$ cat src/rtl/mef_gen_pkg.sv
// Shared types for the A/B stimulus generator: state encoding and repeat-count width.
package mef_gen_pkg;

    typedef enum logic [1:0] {
        REPOSO = 2'b00,
        EMITE  = 2'b01,
        PAUSA  = 2'b10,
        FIN    = 2'b11
    } estado_gen_t;

    localparam int ANCHO_REP = 4;

endpackage

$ cat src/rtl/contador_sat.sv
// Saturating up-counter with synchronous clear; holds at all-ones instead of wrapping.
module contador_sat #(
    parameter int ANCHO = 8
) (
    input  logic             clk,
    input  logic             rst,
    input  logic             limpiar,
    input  logic             habilitar,
    output logic [ANCHO-1:0] cuenta
);

    always_ff @(posedge clk or posedge rst) begin
        if (rst) begin
            cuenta <= '0;
        end else if (limpiar) begin
            cuenta <= '0;
        end else if (habilitar && (cuenta != '1)) begin
            cuenta <= cuenta + 1'b1;
        end
    end

endmodule

$ cat src/rtl/mef_gen.sv
// Serial A/B pattern generator feeding the sequence detector; repeats a latched frame
// n_rep+1 times, then pulses fin. Counts EMITE cycles in which the detector's Z is high.
//
// state  | meaning
// REPOSO | idle, listo=1, waiting for inicio
// EMITE  | driving reg_a/reg_b[indice] on A/B
// PAUSA  | one blank cycle between frames
// FIN    | one-cycle completion pulse
module mef_gen
    import mef_gen_pkg::*;
#(
    parameter int LONGITUD     = 8,
    parameter int ANCHO_CUENTA = 8
) (
    input  logic                    clk,
    input  logic                    rst,
    input  logic                    inicio,
    output logic                    listo,
    input  logic [LONGITUD-1:0]     patron_a,
    input  logic [LONGITUD-1:0]     patron_b,
    input  logic [ANCHO_REP-1:0]    n_rep,
    input  logic                    parar,
    input  logic                    Z,
    output logic                    A,
    output logic                    B,
    output logic                    activo,
    output logic                    fin,
    output logic [ANCHO_CUENTA-1:0] cuenta_z,
    output logic [1:0]              estado_depurado
);

    localparam int ANCHO_IDX = (LONGITUD > 1) ? $clog2(LONGITUD) : 1;
    localparam logic [ANCHO_IDX-1:0] IDX_ULTIMO = ANCHO_IDX'(LONGITUD - 1);

    estado_gen_t          estado, estado_sig;
    logic [LONGITUD-1:0]  reg_a, reg_b;
    logic [ANCHO_IDX-1:0] indice;
    logic [ANCHO_REP-1:0] rep;
    logic                 ultimo;
    logic                 acepta;

    assign ultimo = (indice == IDX_ULTIMO);
    assign acepta = (estado == REPOSO) && inicio;

    always_ff @(posedge clk or posedge rst) begin
        if (rst) begin
            estado <= REPOSO;
        end else begin
            estado <= estado_sig;
        end
    end

    // parar outranks every other exit from EMITE/PAUSA, including the last symbol.
    always_comb begin
        estado_sig = estado;
        case (estado)
            REPOSO: if (inicio) estado_sig = EMITE;
            EMITE: begin
                if (parar) begin
                    estado_sig = FIN;
                end else if (ultimo) begin
                    estado_sig = (rep == '0) ? FIN : PAUSA;
                end
            end
            PAUSA:   estado_sig = parar ? FIN : EMITE;
            FIN:     estado_sig = REPOSO;
            default: estado_sig = REPOSO;
        endcase
    end

    always_ff @(posedge clk or posedge rst) begin
        if (rst) begin
            reg_a  <= '0;
            reg_b  <= '0;
            indice <= '0;
            rep    <= '0;
        end else begin
            case (estado)
                REPOSO: begin
                    if (inicio) begin
                        reg_a  <= patron_a;
                        reg_b  <= patron_b;
                        rep    <= n_rep;
                        indice <= '0;
                    end
                end
                EMITE: begin
                    if (ultimo) begin
                        indice <= '0;
                        if (!parar && (rep != '0)) begin
                            rep <= rep - 1'b1;
                        end
                    end else begin
                        indice <= indice + 1'b1;
                    end
                end
                default: indice <= '0;
            endcase
        end
    end

    contador_sat #(
        .ANCHO (ANCHO_CUENTA)
    ) u_cuenta_z (
        .clk       (clk),
        .rst       (rst),
        .limpiar   (acepta),
        .habilitar ((estado == EMITE) && Z),
        .cuenta    (cuenta_z)
    );

    // Moore decode straight from the state register so reset clears A/B without an edge.
    assign A               = (estado == EMITE) ? reg_a[indice] : 1'b0;
    assign B               = (estado == EMITE) ? reg_b[indice] : 1'b0;
    assign listo           = (estado == REPOSO);
    assign activo          = (estado == EMITE) || (estado == PAUSA);
    assign fin             = (estado == FIN);
    assign estado_depurado = estado;

endmodule

$ cat config.mk
export PLATFORM = sky130hd
export DESIGN_NAME = mef_gen
export DESIGN_NICKNAME = d
export VERILOG_FILES = /design/src/rtl/mef_gen_pkg.sv /design/src/rtl/contador_sat.sv /design/src/rtl/mef_gen.sv
export SDC_FILE = /design/constraint.sdc
export NUM_CORES = 1
export LEC_CHECK = 0
export CAP_MARGIN = 20
export CORE_MARGIN = 4
export CORE_UTILIZATION = 52
export CTS_BUF_LIST = sky130_fd_sc_hd__clkbuf_4 sky130_fd_sc_hd__clkbuf_8
export DETAILED_ROUTE_END_ITERATION = 7
export GPL_TIMING_DRIVEN = 0
export PLACE_DENSITY = 0.88
export SLEW_MARGIN = 0
export SYNTH_ARGS = -nofsm -noshare
export SYNTH_HDL_FRONTEND = slang
export SYNTH_HIERARCHICAL = 1
export SYNTH_SLANG_ARGS = --single-unit
$ cat constraint.sdc
create_clock -name clk -period 3.05 [get_ports clk]
set_clock_uncertainty 0.05 [all_clocks]
set_input_delay 0.61 -clock clk [delete_from_list [all_inputs] [get_ports clk]]
set_output_delay 0.61 -clock clk [all_outputs]
set_load 0.005 [all_outputs]
==> results.py <==
metrics = {
    "outcome": {
        "outcome": "completed",
    },
    "setup_path": {
        "crit_cells": 5,
        "worstSetupPathType": "reg2out",
        "startpoint": "indice[0]$_DFFE_PP0P_",
        "cp_top_family": "multiplexers",
        "r2r_start": "estado_depurado[1]$_DFFE_PP0P_",
        "r2r-end": "u_cuenta_z/cuenta[5]$_DFFE_PP0P_",
        "start_kind": "flip-flop",
        "cp_cell_sequence": "buf_6 > mux4_1 > mux2i_1 > nor2b_1 > clkdlybuf4s50_1",
        "cp.required_ns": 2.39,
        "critPathArrivalTime_ns": 2.08,
        "end_kind": "output pin",
        "worstPathMaxFanout": 6,
        "rrSetupSlack_ns": 0.79,
        "slowest_stage": "mux4_1",
        "max_stage_delay_ns": 0.55,
        "r2r_cells": 7,
        "path_buf_inv": 2,
    },
    "die": {
        "initial_core_util_pct": 54.32,
        "ios": 40,
        "die_area_sq_mm": 0.004525,
        "rows": 21,
        "fp.dieH_um": 67.27,
        "core_region_area_sq_mm": 0.003363,
        "die_w_um": 67.27,
    },
    "global_routing": {
        "antenna_found_initial": 0,
        "gr-total-overflow": 0,
        "grt_first_pass_wirelength_um": 6506,
        "grt_pass1_vias": 1462,
        "grt_usage_pct": 19.15,
        "grt_start_max_net_pins": 26,
    },
    "flow_run": {
        "cap_viol_max_count": 0,
    },
    "worst_hold_path": {
        "min_to": "reg_a[5]$_DFFE_PP0P_",
        "hp-start": "reg_a[5]$_DFFE_PP0P_",
        "hold_path_depth": 1,
        "hp-class": "reg2reg",
    },
    "logic_synthesis": {
        "synth_cell_types": 38,
        "synth_top_area_cell": "dfrtp_1",
        "yosys-top-cells-count": "dfrtp_1, mux2_2, nand2_1, inv_1, ha_1",
        "syn_inst": 157,
        "ys_seq_area_share_pct": 45.21,
        "yosys.cell_count.top_type": "dfrtp_1",
        "synth_warnings": 6,
        "synth_edf_count": 0,
        "synth_nets": 190,
        "syn_area_sq_mm": 0.001827,
        "synth_top_area_share_pct": 45.21,
        "synth_seq_cells": 33,
        "ys.flop_type": "dfrtp_1",
        "syn_avg_cell_area_sq_um": 11.64,
        "ys_top_cells_by_area": "dfrtp_1, mux2_2, mux4_1",
        "synthArstFlopShare_pct": 100.0,
    },
    "place": {
        "place.gp.congestion": 0.7578,
        "io_buffers": 39,
        "post-dp-hpwl_um": 3045,
        "placed_area_sq_mm": 0.002275,
        "preCtsSetupSlack_ns": 0.4448,
    },
    "timing": {
        "fmax_ghz": 0.3648,
        "setup_slack_ns": 0.3087,
        "setup_violations": 0,
        "period_share_pct": 89.88,
        "fin_tns_setup_ns": 0,
        "hold_violations": 0,
        "grt_setup_unrepaired": "false",
        "relSlewSlack_pct": 71.18,
        "min_period_ns": 2.741,
        "worst_slew_pin_slew_ns": 0.4323,
        "maxSlewViolCount": 0,
    },
    "clock_network": {
        "cts_sinks": 33,
        "cts_setup_buffers": 0,
        "clk_latency_ns": 0.33,
        "numCtsBuffers": 5,
        "clk_pin_slew_worst_paths_ns": 0.11,
        "htree_levels": 2,
        "cts_resized": 0,
        "cts_root_buf": "clkbuf_4",
        "clock_path_buffers": 2,
        "cts_tree": "yes",
    },
    "routing": {
        "wl_met1_um": 1454,
        "drc": 0,
        "routed-wl-met2_um": 2211,
        "dr_wl_met3_um": 143,
        "wl_per_cell_um": 15.50,
        "drt_iter0_markers": 49,
        "ant_nets": 0,
        "avgViaCountPerCell": 5.452,
        "wl_um": 3876,
        "vias": 1363,
        "first_pass_iters": 4,
        "dr.max_layer_used": "met4",
    },
    "finish": {
        "nets": 236,
        "area_growth_pct": 28.84,
        "fillers": 273,
        "final_core_util_pct": 69.98,
        "final_area_sq_mm": 0.002354,
        "antenna_cells": 0,
        "layout-drive-gt1-share_pct": 20.10,
    },
    "power_and_ir_drop": {
        "power.total_mw": 1.878,
        "p_leak_nw": 1.037,
        "peakVddDrop_mv": 0.4192,
        "power_density_mw_per_mm2": 798.0,
    },
}
-- final cells by class --
class | instances | area [sq um] | share of cell area, %
plain buffers | 6 | 41.29 | 1.754
clock buffers | 5 | 37.54 | 1.595
multi-input cells | 108 | 922.1 | 39.18
repair buffers | 40 | 417.9 | 17.76
clock inverters | 3 | 17.52 | 0.7443
well taps | 46 | 57.56 | 2.446
flip-flops and latches | 33 | 825.8 | 35.09
inverters | 9 | 33.78 | 1.435
-- repair_timing --
action,in CTS,in global routing
hold buffers,0,0
endpoints found under the setup margin,0,2
hold endpoints to repair,0,0
-- power by group --
part | leakage, nW | internal [mW] | switching (mW)
Clock | 0.0310 | 0.0869 | 0.150
Sequential | 0.408 | 0.617 | 0.136
Combinational | 0.598 | 0.511 | 0.377
Total | 1.04 | 1.22 | 0.663
-- worst max-delay path by stage --
stage / endpoint
6_report: A
2_1_floorplan: u_cuenta_z/cuenta[5]$_DFFE_PP0P_
3_3_place_gp: B
3_5_place_dp: B
5_1_grt: B
4_1_cts: B
-- registers in the layout (all words and copies together), names as in the netlist --
register           count
indice                 3
reg_b                  8
rep                    4
u_cuenta_z/cuenta      8
estado_depurado        2
reg_a                  8
-- cells by family after synthesis --
| logic type | count (synthesis) | share of synthesized area [%] |
|---|---|---|
| buf+inv | 16 | 4.315 |
| mux | 31 | 22.74 |
| compound gates | 23 | 8.698 |
| flops | 33 | 45.21 |
| fa+ha+maj | 8 | 5.480 |
| simple gates | 46 | 13.56 |
-- routing by layer --
metal  global-route usage [%]  up-vias
met5                        0        -
met1                    20.45      671
met4                    6.329        0
met2                    37.18       33
met3                    3.661        6
li1                         -      653
-- stage by stage --
step | cells | hold WS [ns]
6_report | 250 | 0.4603
3_5_place_dp | 242 | 0.4423
5_1_grt | 250 | 0.4824
2_1_floorplan | 157 | 0.3757
4_1_cts | 250 | 0.4673
3_3_place_gp | 242 | 0.4300
-- placed cells by master, fill, tap and decap left out, types with 2 or more instances in the layout --
master / synthesis / final
nand2_1: 11 / 11
nand4_1: 2 / 2
nor2b_1: 7 / 7
nor3b_1: 2 / 2
o21ai_0: 5 / 5
mux2i_1: 7 / 7
dfrtp_1: 33 / 33
clkbuf_4: 0 / 5
nand2b_1: 3 / 3
nor2_1: 6 / 6
mux2_2: 16 / 16
inv_1: 9 / 9
ha_1: 8 / 8
a21oi_1: 4 / 4
buf_2: 2 / 2
a21oi_2: 2 / 2
buf_6: 2 / 2
nand3_1: 4 / 4
clkdlybuf4s50_1: 0 / 39
nor3_1: 3 / 3
a31oi_1: 5 / 5
mux4_1: 4 / 4
mux2_4: 4 / 4
clkinv_2: 0 / 2
Power figures use the tool's default switching activity.
